<file path="src/rtl/shop_pkg.sv">
// ---------------------------------------------------------------------------
// shop_pkg
// Shared definitions for the shop command processor front end.
//   - ASCII byte constants used by the token receiver
//   - Token FSM state encoding (IDLE, ACCUM, DISCARD, EMIT)
//   - CMD_KEY__* packed command keys, right-justified the same way a Verilog
//     string literal packs, so they compare directly against o_a
// ---------------------------------------------------------------------------
package shop_pkg;

    localparam logic [7:0] ASCII_SP       = 8'h20;
    localparam logic [7:0] ASCII_CR       = 8'h0D;
    localparam logic [7:0] ASCII_LF       = 8'h0A;
    localparam logic [7:0] ASCII_BS       = 8'h08;
    localparam logic [7:0] ASCII_0        = 8'h30;
    localparam logic [7:0] ASCII_9        = 8'h39;
    localparam logic [7:0] ASCII_PRINT_LO = 8'h21;
    localparam logic [7:0] ASCII_PRINT_HI = 8'h7E;

    localparam logic [1:0] IDLE    = 2'd0;
    localparam logic [1:0] ACCUM   = 2'd1;
    localparam logic [1:0] DISCARD = 2'd2;
    localparam logic [1:0] EMIT    = 2'd3;

    localparam logic [55:0] CMD_KEY__LOGIN    = 56'h00_00_4C_6F_67_69_6E;
    localparam logic [55:0] CMD_KEY__LOGOUT   = 56'h00_4C_6F_67_6F_75_74;
    localparam logic [55:0] CMD_KEY__ADD_ITEM = 56'h41_64_64_49_74_65_6D;
    localparam logic [55:0] CMD_KEY__BUY      = 56'h00_00_00_00_42_75_79;
    localparam logic [55:0] CMD_KEY__ADM      = 56'h00_00_00_00_41_64_6D;
    localparam logic [55:0] CMD_KEY__DEL      = 56'h00_00_00_00_44_65_6C;

    function automatic logic is_digit(input logic [7:0] c);
        return (c >= ASCII_0) && (c <= ASCII_9);
    endfunction

endpackage

</file>
<file path="src/rtl/shop_dec_acc.sv">
// ---------------------------------------------------------------------------
// shop_dec_acc
// Saturating decimal accumulator for one token. The value is clamped at
// 2^U_NUM_BITS so that "greater than the output range" stays detectable
// without the register growing. A non-digit character clears is_num.
// Ports:
//   i_clk, i_reset   clock, asynchronous active-high reset
//   clr_i            clear: acc=0, is_num=1 (highest priority)
//   bs_i             recompute from bs_word_i / bs_cnt_i (remaining chars)
//   chr_vld_i, chr_i one character appended to the token
//   acc_o, is_num_o  current accumulator value and all-digits flag
// ---------------------------------------------------------------------------
module shop_dec_acc
    import shop_pkg::*;
#(
    parameter int MAX_CHARS  = 7,
    parameter int U_NUM_BITS = 4,
    parameter int ACC_W      = U_NUM_BITS + 4,
    parameter int CNT_W      = $clog2(MAX_CHARS + 1)
) (
    input  logic                   i_clk,
    input  logic                   i_reset,
    input  logic                   clr_i,
    input  logic                   bs_i,
    input  logic [MAX_CHARS*8-1:0] bs_word_i,
    input  logic [CNT_W-1:0]       bs_cnt_i,
    input  logic                   chr_vld_i,
    input  logic [7:0]             chr_i,
    output logic [ACC_W-1:0]       acc_o,
    output logic                   is_num_o
);

    localparam logic [ACC_W-1:0] ACC_CAP = ACC_W'(1 << U_NUM_BITS);

    logic [ACC_W-1:0] acc_q, acc_d;
    logic             is_num_q, is_num_d;

    function automatic logic [ACC_W-1:0] mac10(input logic [ACC_W-1:0] a,
                                               input logic [7:0]       c);
        logic [ACC_W+3:0] t;
        t = ({4'b0, a} * (ACC_W+4)'(10)) + (ACC_W+4)'(4'(c - ASCII_0));
        if (t > {4'b0, ACC_CAP}) return ACC_CAP;
        return t[ACC_W-1:0];
    endfunction

    // Re-derives the value of the first n characters of a right-justified
    // word, oldest character first.
    function automatic logic [ACC_W:0] recompute(input logic [MAX_CHARS*8-1:0] w,
                                                 input logic [CNT_W-1:0]       n);
        logic [ACC_W-1:0] a;
        logic             num;
        logic [7:0]       c;
        a   = '0;
        num = 1'b1;
        for (int i = MAX_CHARS - 1; i >= 0; i--) begin
            if (i < int'(n)) begin
                c = w[i*8 +: 8];
                if (is_digit(c)) a = mac10(a, c);
                else             num = 1'b0;
            end
        end
        return {num, a};
    endfunction

    always_comb begin
        acc_d    = acc_q;
        is_num_d = is_num_q;
        if (clr_i) begin
            acc_d    = '0;
            is_num_d = 1'b1;
        end else if (bs_i) begin
            {is_num_d, acc_d} = recompute(bs_word_i, bs_cnt_i);
        end else if (chr_vld_i) begin
            if (is_digit(chr_i)) acc_d    = mac10(acc_q, chr_i);
            else                 is_num_d = 1'b0;
        end
    end

    always_ff @(posedge i_clk or posedge i_reset) begin
        if (i_reset) begin
            acc_q    <= '0;
            is_num_q <= 1'b1;
        end else begin
            acc_q    <= acc_d;
            is_num_q <= is_num_d;
        end
    end

    assign acc_o    = acc_q;
    assign is_num_o = is_num_q;

endmodule

</file>
<file path="src/rtl/shop_token_rx.sv">
// ---------------------------------------------------------------------------
// shop_token_rx
// Assembles whitespace-delimited ASCII tokens from a valid/ready byte stream
// into a right-justified packed word, plus a saturated decimal value when the
// token is all digits.
// Optional feature macro: SHOP_TOKEN_BACKSPACE_EN (0x08 erases the last
// character of the token being assembled; otherwise 0x08 is a bad character).
// Ports:
//   i_clk, i_reset   clock, asynchronous active-high reset
//   i_valid, i_data  input byte and its valid; transfers when o_ready is high
//   o_ready          low only during the single EMIT cycle
//   o_rdy            one-cycle strobe: o_a/o_u/o_is_num/o_num_sat are new
//   o_a              packed token, zero-filled MSBs
//   o_u, o_is_num    saturated decimal value, all-digits flag
//   o_num_sat        numeric value was clamped
//   o_ovf            one-cycle strobe: token longer than MAX_CHARS
//   o_bad_char       one-cycle strobe: non-printable, non-delimiter byte
// ---------------------------------------------------------------------------
module shop_token_rx
    import shop_pkg::*;
#(
    parameter int MAX_CHARS  = 7,
    parameter int A_NUM_BITS = MAX_CHARS * 8,
    parameter int U_NUM_BITS = 4
) (
    input  logic                  i_clk,
    input  logic                  i_reset,
    input  logic                  i_valid,
    input  logic [7:0]            i_data,
    output logic                  o_ready,
    output logic                  o_rdy,
    output logic [A_NUM_BITS-1:0] o_a,
    output logic [U_NUM_BITS-1:0] o_u,
    output logic                  o_is_num,
    output logic                  o_num_sat,
    output logic                  o_ovf,
    output logic                  o_bad_char
);

    localparam int CNT_W = $clog2(MAX_CHARS + 1);
    localparam int ACC_W = U_NUM_BITS + 4;
    localparam logic [ACC_W-1:0] U_MAX = ACC_W'((1 << U_NUM_BITS) - 1);

    logic [1:0]            state_q, state_d;
    logic [A_NUM_BITS-1:0] sr_q, sr_d;
    logic [CNT_W-1:0]      cnt_q, cnt_d;

    logic [A_NUM_BITS-1:0] a_q;
    logic [U_NUM_BITS-1:0] u_q;
    logic                  is_num_q, num_sat_q, rdy_q, ovf_q, bad_q;

    logic emit_d, ovf_d, bad_d;
    logic acc_clr, acc_bs, acc_chr_vld;
    logic [ACC_W-1:0] acc;
    logic             acc_is_num;

    logic xfer, is_delim, is_print;

    assign o_ready  = (state_q != EMIT);
    assign xfer     = i_valid && o_ready;
    assign is_delim = (i_data == ASCII_SP) || (i_data == ASCII_CR) || (i_data == ASCII_LF);
    assign is_print = (i_data >= ASCII_PRINT_LO) && (i_data <= ASCII_PRINT_HI);

    always_comb begin
        state_d     = state_q;
        sr_d        = sr_q;
        cnt_d       = cnt_q;
        emit_d      = 1'b0;
        ovf_d       = 1'b0;
        bad_d       = 1'b0;
        acc_clr     = 1'b0;
        acc_bs      = 1'b0;
        acc_chr_vld = 1'b0;
        case (state_q)
            IDLE: begin
                if (xfer) begin
                    if (is_print) begin
                        sr_d        = A_NUM_BITS'(i_data);
                        cnt_d       = CNT_W'(1);
                        acc_chr_vld = 1'b1;
                        state_d     = ACCUM;
                    end else if (is_delim) begin
                        state_d = IDLE;
`ifdef SHOP_TOKEN_BACKSPACE_EN
                    end else if (i_data == ASCII_BS) begin
                        state_d = IDLE;
`endif
                    end else begin
                        bad_d   = 1'b1;
                        state_d = DISCARD;
                    end
                end
            end
            ACCUM: begin
                if (xfer) begin
                    if (is_print && (cnt_q < CNT_W'(MAX_CHARS))) begin
                        sr_d        = {sr_q[A_NUM_BITS-9:0], i_data};
                        cnt_d       = cnt_q + CNT_W'(1);
                        acc_chr_vld = 1'b1;
                    end else if (is_delim) begin
                        // Token is latched into the output registers on this
                        // edge, so the working state can be cleared right away.
                        emit_d  = 1'b1;
                        sr_d    = '0;
                        cnt_d   = '0;
                        acc_clr = 1'b1;
                        state_d = EMIT;
`ifdef SHOP_TOKEN_BACKSPACE_EN
                    end else if (i_data == ASCII_BS) begin
                        sr_d    = sr_q >> 8;
                        cnt_d   = cnt_q - CNT_W'(1);
                        acc_bs  = 1'b1;
                        if (cnt_q == CNT_W'(1)) state_d = IDLE;
`endif
                    end else begin
                        ovf_d   = is_print;
                        bad_d   = !is_print;
                        sr_d    = '0;
                        cnt_d   = '0;
                        acc_clr = 1'b1;
                        state_d = DISCARD;
                    end
                end
            end
            DISCARD: begin
                if (xfer && is_delim) state_d = IDLE;
            end
            default: begin
                state_d = IDLE;
            end
        endcase
    end

    shop_dec_acc #(
        .MAX_CHARS (MAX_CHARS),
        .U_NUM_BITS(U_NUM_BITS),
        .ACC_W     (ACC_W),
        .CNT_W     (CNT_W)
    ) u_acc (
        .i_clk    (i_clk),
        .i_reset  (i_reset),
        .clr_i    (acc_clr),
        .bs_i     (acc_bs),
        .bs_word_i(sr_q >> 8),
        .bs_cnt_i (cnt_q - CNT_W'(1)),
        .chr_vld_i(acc_chr_vld),
        .chr_i    (i_data),
        .acc_o    (acc),
        .is_num_o (acc_is_num)
    );

    always_ff @(posedge i_clk or posedge i_reset) begin
        if (i_reset) begin
            state_q   <= IDLE;
            sr_q      <= '0;
            cnt_q     <= '0;
            a_q       <= '0;
            u_q       <= '0;
            is_num_q  <= 1'b0;
            num_sat_q <= 1'b0;
            rdy_q     <= 1'b0;
            ovf_q     <= 1'b0;
            bad_q     <= 1'b0;
        end else begin
            state_q <= state_d;
            sr_q    <= sr_d;
            cnt_q   <= cnt_d;
            rdy_q   <= emit_d;
            ovf_q   <= ovf_d;
            bad_q   <= bad_d;
            if (emit_d) begin
                a_q       <= sr_q;
                is_num_q  <= acc_is_num;
                num_sat_q <= acc_is_num && (acc > U_MAX);
                if (!acc_is_num)      u_q <= '0;
                else if (acc > U_MAX) u_q <= '1;
                else                  u_q <= acc[U_NUM_BITS-1:0];
            end
        end
    end

    assign o_rdy      = rdy_q;
    assign o_a        = a_q;
    assign o_u        = u_q;
    assign o_is_num   = is_num_q;
    assign o_num_sat  = num_sat_q;
    assign o_ovf      = ovf_q;
    assign o_bad_char = bad_q;

endmodule
</file>
<file path="config.mk">
export PLATFORM = sky130hd
export DESIGN_NAME = shop_token_rx
export DESIGN_NICKNAME = d
export VERILOG_FILES = /design/src/rtl/shop_pkg.sv /design/src/rtl/shop_dec_acc.sv /design/src/rtl/shop_token_rx.sv
export SDC_FILE = /design/constraint.sdc
export NUM_CORES = 1
export LEC_CHECK = 0
export BUFFER_PORTS_ARGS = -buffer_cell sky130_fd_sc_hd__buf_4
export CAP_MARGIN = 40
export CORE_MARGIN = 4
export CORE_UTILIZATION = 35
export CTS_CLUSTER_DIAMETER = 50
export CTS_CLUSTER_SIZE = 14
export DETAILED_ROUTE_END_ITERATION = 10
export PLACE_DENSITY = 0.51
export SETUP_SLACK_MARGIN = 0.15
export SLEW_MARGIN = 20
export SYNTH_ARGS = -nofsm -noshare
export SYNTH_HDL_FRONTEND = slang
export SYNTH_SLANG_ARGS = --single-unit
export TNS_END_PERCENT = 20
</file>
<file path="constraint.sdc">
create_clock -name i_clk -period 5.5 [get_ports i_clk]
set_input_delay 0.55 -clock i_clk [delete_from_list [all_inputs] [get_ports i_clk]]
set_output_delay 0.55 -clock i_clk [all_outputs]
set_load 0.02 [all_outputs]
</file>
Yosys cells after proc, flatten, opt, wreduce, memory -nomap -nowiden. Index checks and enable logic that the tools add are counted.

Flip-flop bits (word level): 135. Latch bits: 0. RAM bits: 0. ROM bits: 0. Input port bits: 11. Output and inout bits: 66. Memories kept: 0.

Add/subtract/negate cells: 3. Multiply operators: 1. Divide/modulo/power cells: 0. $lt $le $gt $ge: 7. Equality and inequality tests: 12. Shift-type cells: 0. Multiplexer cells: 55. Bitwise operators: 0. Reductions and logical operators: 17.

Operators with widths (count): two-way mux 56 bit (4); one-hot mux 56 bit (2 select lines) (1); two-way mux 8 bit (5); two-way mux 1 bit (29); == test 8 x 4 -> 1 bit, second input constant (2); greater-or-equal comparator 8 x 6 -> 1 bit, second input constant (2); != test 2 bit, second input constant (7); adder 12 x 4 -> 12 bit (1); > comparator 12 x 5 -> 1 bit, second input constant (1); two-way mux 2 bit (6); two-way mux 3 bit (4); multiplier 8 x 3 -> 11 bit, second input constant (1); == test 8 x 6 -> 1 bit, second input constant (1); > comparator 8 x 4 -> 1 bit, second input constant (1); <= comparator 8 x 6 -> 1 bit, second input constant (1); <= comparator 8 x 7 -> 1 bit, second input constant (1); two-way mux 4 bit (2); AND reduction 4 bit (2); logical AND 1 bit (6); one-hot mux 2 bit (3 select lines) (1); one-hot mux 3 bit (2 select lines) (1); nonzero test 2 bit (3); one-hot mux 1 bit (2 select lines) (2); AND reduction 2 bit (2); other kinds (8) (9).

Depth between registers and ports, before layout. Gate-level depths: netlist of run 1.

Depth after elaboration: 12. Gate-level depth with buffers: 10. Gate-level depth less buffers: 10.

Hierarchy. A second synthesis of run 1 with hierarchy kept.

Cell total of the unflattened synthesis: 939. Area total of the unflattened synthesis: 9959.6 um2.

Modules (own cells, without submodules): shop_token_rx (times used 1, cells each 347, area each 5207.5 um2); shop_dec_acc (times used 1, cells each 592, area each 4752.1 um2).

Worst setup path after synthesis of run 1. OpenSTA, ideal clock, no wires.

Path type: register to register. Start point: register u_acc.acc_q[1] (netlist: u_acc.acc_o[1]). End point: register u_acc.acc_q[4] (netlist: u_acc.acc_o[4]). Library setup time: 124 ps. Arrival: 2618 ps. Data required time: 5376 ps. Path slack: 2758 ps. Cell stages (with the launch flop): 10. Cell sequence: dfrtp_1 > ha_1 > ha_1 > inv_1 > fa_1 > nand3b_1 > nor3_1 > and4_1 > o2111ai_1 > o31a_1.

Longest elaborated chain between the ends: 11.

Ends and longest elaborated chain: start: declaration (line shop_dec_acc.sv:35) `logic [ACC_W-1:0] acc_q, acc_d;`; start signal: assignment (line shop_dec_acc.sv:81) `acc_q <= '0;`; start signal: assignment (line shop_dec_acc.sv:84) `acc_q <= acc_d;`; multiplier 8 x 3 -> 11 bit (*) (line shop_dec_acc.sv:41) `t = ({4'b0, a} * (ACC_W+4)'(10)) + (ACC_W+4)'(4'(c - ASCII_0));`; adder 12 x 4 -> 12 bit (*) (line shop_dec_acc.sv:41); > comparator 12 x 5 -> 1 bit (line shop_dec_acc.sv:42) `if (t > {4'b0, ACC_CAP}) return ACC_CAP;`; two-way mux 1 bit (line shop_dec_acc.sv:42); two-way mux 1 bit (line shop_dec_acc.sv:74) `if (is_digit(chr_i)) acc_d = mac10(acc_q, chr_i);`; two-way mux 1 bit (line shop_dec_acc.sv:73) `end else if (chr_vld_i) begin`; two-way mux 1 bit (line shop_dec_acc.sv:68) `if (clr_i) begin`; two-way mux 8 bit (*) (line shop_dec_acc.sv:43) `return t[ACC_W-1:0];`; two-way mux 8 bit (*) (line shop_dec_acc.sv:74); two-way mux 8 bit (*) (line shop_dec_acc.sv:73); two-way mux 8 bit (*) (line shop_dec_acc.sv:68).

Every way passes the cells marked *; elsewhere a longest branch is shown, timed or not. The select of a mux whose other input is x is not followed. A chain may end at the register's enable or synchronous reset.

Final worst setup path of run 1. Ends and elaborated chain as after synthesis.

==> flow_summary.ini, run 1 <==
[synth]
synthTopCellsByCount = nand2_1, dfrtp_1, a22o_1
ys_warn_count = 0
syn_nets = 579
seq_area_frac_synth_pct = 58.8
avgSynthCellArea_sq_um = 10.4
syn_area_sq_mm = 0.00574
ys_top_cells_by_area = dfrtp_1, nand2_1, a22o_1
synth_seq_cells = 135
netlist-cell-type-count = 57
synth_edf_count = 0
synth_top_area_share_pct = 58.4
async_flop_share_pct = 100
synth_largest_area_cell = dfrtp_1
syn_inst = 550
yosysMostFrequentCell = nand2_1
ys.flop_type = dfrtp_1

[clock_tree]
cts-resized-gates = 0
root_buffer = clkbuf_16
clock_path_buffers = 2
clock_latency_ns = 0.41
htree_levels = 4
cts-hold-fix-buffers = 0
cts_setup_buffers = 0
clock-sinks = 135
cts_made_buffers = 17
clk_pin_slew_ns = 0.06
cts_tree = done

[route]
detail-route-antenna-nets = 0
wirelength_um = 13500
drc = 0
dr.pass1.iters = 5
route.vias.total = 4248
drt_iter0_drc = 312
viasPerCell = 4.98
routedWlPerCell_um = 15.8

[grt]
grt_max_degree = 91
first_global_vias = 4209
grt_antenna_before_repair = 0
grt_first_pass_wirelength_um = 22200
grt_usage_pct = 15.4
gr-total-overflow = 0

[final_layout]
fin_util_pct = 44.9
layout.nets = 654
drive_above_1_share_pct = 18.8
fin_area_sq_mm = 0.00718
syn2layout_area_growth_pct = 25.1
stdcell_count = 853
antenna_cells = 0

[worst_setup_path]
crit_path_end_kind = flip-flop
start_kind = flip-flop
path_class = flip-flop to flip-flop
critPathArrivalTime_ns = 3.44
cp.required_ns = 5.80
critical_path.max_fanout = 5

[floorplan]
fp.dieH_um = 136
core-area_sq_mm = 0.0160
initial_utilization_pct = 35.9
row_count = 46
die_area_sq_mm = 0.0185
dieWidth_um = 136
ios = 77

[timing]
tightestPinTransition_ns = 0.727
final-hold-violation-count = 0
rsz0062_at_grt = false
clock-skew-final_ns = 0.00608
setup_tns_ns = 0
setup_viol_count_final = 0
maxSlewHeadroom_pct = 51.0
fmax_mhz = 319
slew_violations = 0
period_needed_ns = 3.14
fin_crit_sh_pct = 57.0

[place]
dp_hpwl_um = 9020
post_dp_cell_area_sq_mm = 0.00653
dp_cells = 821
numPortBuffers = 76
place_congestion = 0.783

[min_path]
hold_class = input pin to asynchronous set/reset pin

[job]
maxCapViolations = 0

[power]
p_per_area_mw_per_mm2 = 354
static-leakage-power_nw = 3.77
ir_drop_v = 0.000215

[run_status]
status = completed
-- flip-flops by register name, summed over array words and instances, names as in the netlist --
name,flops
cnt_q,3
o_a,56
o_num_sat,1
o_rdy,1
state_q,2
o_is_num,1
o_bad_char,1
u_acc.is_num_o,1
o_ovf,1
o_u,4
sr_q,56
u_acc.acc_o,8
-- metal layers --
layer	global-route usage, %	up-vias	routed length, um
met5	0	-	0
met4	5.15	0	191
met3	4.40	19	676
met2	22.5	104	6180
met1	22.0	2066	6420
li1	-	2059	-
-- layout make-up --
cell class	count	area [sq um]
Fill cell	1561	8820
Sequential cell	135	3380
Multi-Input combinational cell	376	2200
Timing Repair Buffer	82	648
Clock buffer	23	488
Tap cell	216	270
Clock inverter	8	144
Inverter	13	53.8
-- worst max-delay path: stages (launching register included) --
cell	delay [ns]
dfrtp_1	0.46
ha_1	0.33
ha_1	0.21
inv_1	0.07
fa_1	0.48
nand3b_1	0.22
nor3_1	0.35
and4_1	0.24
o2111ai_1	0.27
o31a_1	0.38
-- power by group --
group          internal (W)  total [W]  switching [W]
sequential          0.00105    0.00111      0.0000628
combinational     0.0000920   0.000225       0.000133
clock              0.000803    0.00121       0.000402
total               0.00194    0.00254       0.000599
-- cell usage in the layout (no fill, tap or decap), types with 5 or more instances in the layout --
| cell | synthesis | final |
|---|---|---|
| buf_4 | 0 | 80 |
| ha_1 | 16 | 16 |
| dfrtp_1 | 134 | 134 |
| o21ai_0 | 17 | 17 |
| o31ai_1 | 5 | 5 |
| inv_1 | 12 | 11 |
| nand2_1 | 190 | 190 |
| a21oi_1 | 9 | 9 |
| a22o_1 | 56 | 56 |
| and2_1 | 5 | 5 |
| nor2_1 | 15 | 15 |
| clkbuf_16 | 0 | 17 |
-- worst paths after layout --
| path | from | to | slack (ns) | depth (start not counted) |
|---|---|---|---|---|
| setup reg to reg | u_acc.acc_o[1] | u_acc.acc_o[4] | 2.36 | 9 |
| setup / recovery | u_acc.acc_o[1] | u_acc.acc_o[4] | 2.36 | 9 |
| min in group i_clk | i_data[0] | sr_q[0] | 0.41 | 2 |
| max in group asynchronous | i_reset | o_a[33] | 4.24 | 4 |
| hold reg to reg | sr_q[48] | o_a[48] | 0.46 | 2 |
| hold / removal | i_reset | o_u[1] | 0.05 | 2 |
-- through the flow --
stage	setup slack (ns)	hold slack [ns]	total power (W)
floorplan	1.34	0.438	0.00127
global placement	2.46	0.460	0.00135
detailed placement	2.43	0.456	0.00136
CTS	2.40	0.337	0.00257
global route	2.19	0.0400	0.00266
finish	2.36	0.0466	0.00254
-- kinds of logic (layout without fill, tap and decap cells) --
group,count (synthesis),count (layout),synth area share (%)
buffers and inverters,39,126,3.16
AOI/OAI and AO/OA,114,114,15.7
and+or+nand+nor,237,237,17.1
muxes,1,1,0.174
DFF,135,135,58.8
xor gates and xnor gates,6,6,0.915
adders and majority gates,18,18,4.18
No activity file was read; power rests on OpenSTA's default activity.
==> run 2: changes to the inputs <==
--- a/config.mk
+++ b/config.mk
@@ -5,6 +5,7 @@
 export SDC_FILE = /design/constraint.sdc
 export NUM_CORES = 1
 export LEC_CHECK = 0
+export ABC_AREA = 1
 export BUFFER_PORTS_ARGS = -buffer_cell sky130_fd_sc_hd__buf_4
 export CAP_MARGIN = 40
 export CORE_MARGIN = 4
==> constraint.sdc (replaced) <==
create_clock -name i_clk -period 2.98 [get_ports i_clk]
set_input_delay 0.298 -clock i_clk [delete_from_list [all_inputs] [get_ports i_clk]]
set_output_delay 0.298 -clock i_clk [all_outputs]
set_load 0.02 [all_outputs]
==> flow_summary.ini, run 2 <==
[final_layout]
register_area_sq_mm = 0.00338
mostFrequentLayoutCells = nand2_1, dfrtp_1, inv_1
multi_input_area_sq_mm = 0.00231
syn2layout_area_growth_pct = 22.8
layout.nets = 721
antenna_cells = 0
drive_above_1_share_pct = 25.7
mostFrequentLayoutCell = nand2_1
nFillCells = 1663

[timing]
fmax_mhz = 399
tightestPinTransition_ns = 0.837
clock-skew-final_ns = 0.00469
final-hold-violation-count = 0
setup_tns_ns = 0
layout_setup_ws_ns = 0.476
fin_crit_sh_pct = 84.0
period_needed_ns = 2.50
maxSlewHeadroom_pct = 44.2
slew_violations = 0
setup_viol_count_final = 0
hold_ws_ns = 0.174
rsz0062_at_grt = false

[synth]
syn_area_sq_mm = 0.00621
ys_top_cells_by_area = dfrtp_1, nand2_1, o22ai_2
synthTopCellsByCount = nand2_1, dfrtp_1, inv_1
yosysMostFrequentCell = nand2_1
avgSynthCellArea_sq_um = 10.1
syn_nets = 642
async_flop_share_pct = 100
synth_top_area_share_pct = 54.0
ys_warn_count = 0
synth_edf_count = 0
syn_inst = 613
ys.flop_type = dfrtp_1
netlist-cell-type-count = 34
synth_seq_cells = 135
seq_area_frac_synth_pct = 54.4
synth_largest_area_cell = dfrtp_1

[route]
dr.pass1.iters = 4
routedWlPerCell_um = 14.3
drc = 0
wirelength_um = 13300
detail-route-antenna-nets = 0
drt_iter0_drc = 194
viasPerCell = 4.70
route.vias.total = 4367

[clock_tree]
clock_latency_ns = 0.41
cts_made_buffers = 17
cts_setup_buffers = 0
clk_pin_slew_ns = 0.06
root_buffer = clkbuf_16
htree_levels = 4
clock-sinks = 135
cts_tree = done
clock_path_buffers = 2

[worst_setup_path]
cp_cell_sequence = ha_1 -> ha_1 -> inv_1 -> fa_1 -> xnor2_1 -> nand3_1 -> nand3_1 -> nand3_1 -> inv_1 -> nand2_1 -> nor2_1 -> nand3_1 -> nand2_1
start_kind = flip-flop
critPathMaxStageDelay_ns = 0.45
cp.required_ns = 3.33
critPathArrivalTime_ns = 2.86
critical_path.max_fanout = 5
crit_top_cell = nand3_1
path_class = flip-flop to flip-flop
crit_path_end_kind = flip-flop
worst_path_max_delay_cell = dfrtp_1

[place]
place_congestion = 0.772
dp_hpwl_um = 9440
pre_cts_ws_ns = 0.472
numPortBuffers = 76

[power]
power_frac_seq_pct = 38.8
p_per_area_mw_per_mm2 = 739
ir_drop_v = 0.000416
p_int_w = 0.00395
pwr-share-clk_pct = 38.4
combPwrFrac_pct = 22.8
p_switching_w = 0.00168
netSwitchingFraction_pct = 29.9
static-leakage-power_nw = 3.72

[run_status]
status = completed

[grt]
grt_antenna_before_repair = 0
grt_usage_pct = 14.0
grt_max_degree = 107
first_global_vias = 4538
gr-total-overflow = 0
grt_first_pass_wirelength_um = 22300

[job]
maxCapViolations = 0

[floorplan]
die_area_sq_mm = 0.0199
fp.dieH_um = 141
ios = 77
dieWidth_um = 141
row_count = 48
initial_utilization_pct = 35.8
core-area_sq_mm = 0.0174

[min_path]
hold_class = input pin to flip-flop
-- run 2: layout make-up --
class / count / area share (%)
Inverter: 90 / 4.48
Multi-Input combinational cell: 363 / 30.3
Sequential cell: 135 / 44.3
Tap cell: 225 / 3.69
Timing Repair Buffer: 85 / 9.06
Clock inverter: 8 / 1.54
Clock buffer: 24 / 6.58
-- run 2: worst max-delay path, delay by kind of cell (launching register included) --
kind | cells | cell delay (ns)
xor gates and xnor gates | 1 | 0.25
adders and majority gates | 3 | 0.86
buffers and inverters | 2 | 0.11
DFF | 1 | 0.45
and+or+nand+nor | 7 | 0.76
-- run 2: metal layers --
metal | wire length [um] | vias to the layer above | global-route usage [%]
li1 | - | 2158 | -
met1 | 6140 | 2120 | 18.0
met2 | 6490 | 75 | 22.8
met3 | 531 | 14 | 3.80
met4 | 165 | 0 | 4.74
met5 | 0 | - | 0
-- run 2: power by group through the flow --
stage / Combinational [W] / Sequential, W / Clock, W
after floorplan: 0.000827 / 0.00231 / 0
after detailed placement: 0.00130 / 0.00222 / 0
after global placement: 0.00128 / 0.00221 / 0
final: 0.00128 / 0.00219 / 0.00216
after CTS: 0.00131 / 0.00219 / 0.00220
after global routing: 0.00143 / 0.00222 / 0.00230
-- run 2: worst paths after layout --
check,slack (ns),cells after the start,endpoint,startpoint
worst max register to register,0.48,13,u_acc.acc_o[3],u_acc.acc_o[1]
worst min register to register,0.48,2,sr_q[53],sr_q[53]
min in group asynchronous,0.40,3,o_a[54],i_reset
worst min-delay path,0.17,3,u_acc.acc_o[0],i_data[0]
max in group asynchronous,2.01,4,o_a[24],i_reset
worst max-delay path,0.48,13,u_acc.acc_o[3],u_acc.acc_o[1]
-- run 2: per-stage QoR --
step	instances	area (sq um)	util, %	total power [W]
detailed placement	897	7000	40.3	0.00352
global placement	896	6980	40.2	0.00350
floorplan	613	6210	-	0.00313
CTS	930	7630	43.9	0.00570
global route	930	7630	43.9	0.00594
finish	930	7630	43.9	0.00563
-- run 2: kinds of logic (layout without fill, tap and decap cells) --
logic type	Yosys count	count (layout)	synth area share [%]
fa+ha+maj	18	18	3.87
xor+xnor	4	4	0.564
buf+inv	115	207	8.30
compound gates	137	137	18.8
simple gates	204	204	14.0
flops	135	135	54.4
-- run 2: what timing repair did --
action,4_1_cts,5_1_grt
hold buffers,1,0
gates resized for setup,0,0
hold endpoints to repair,6,0
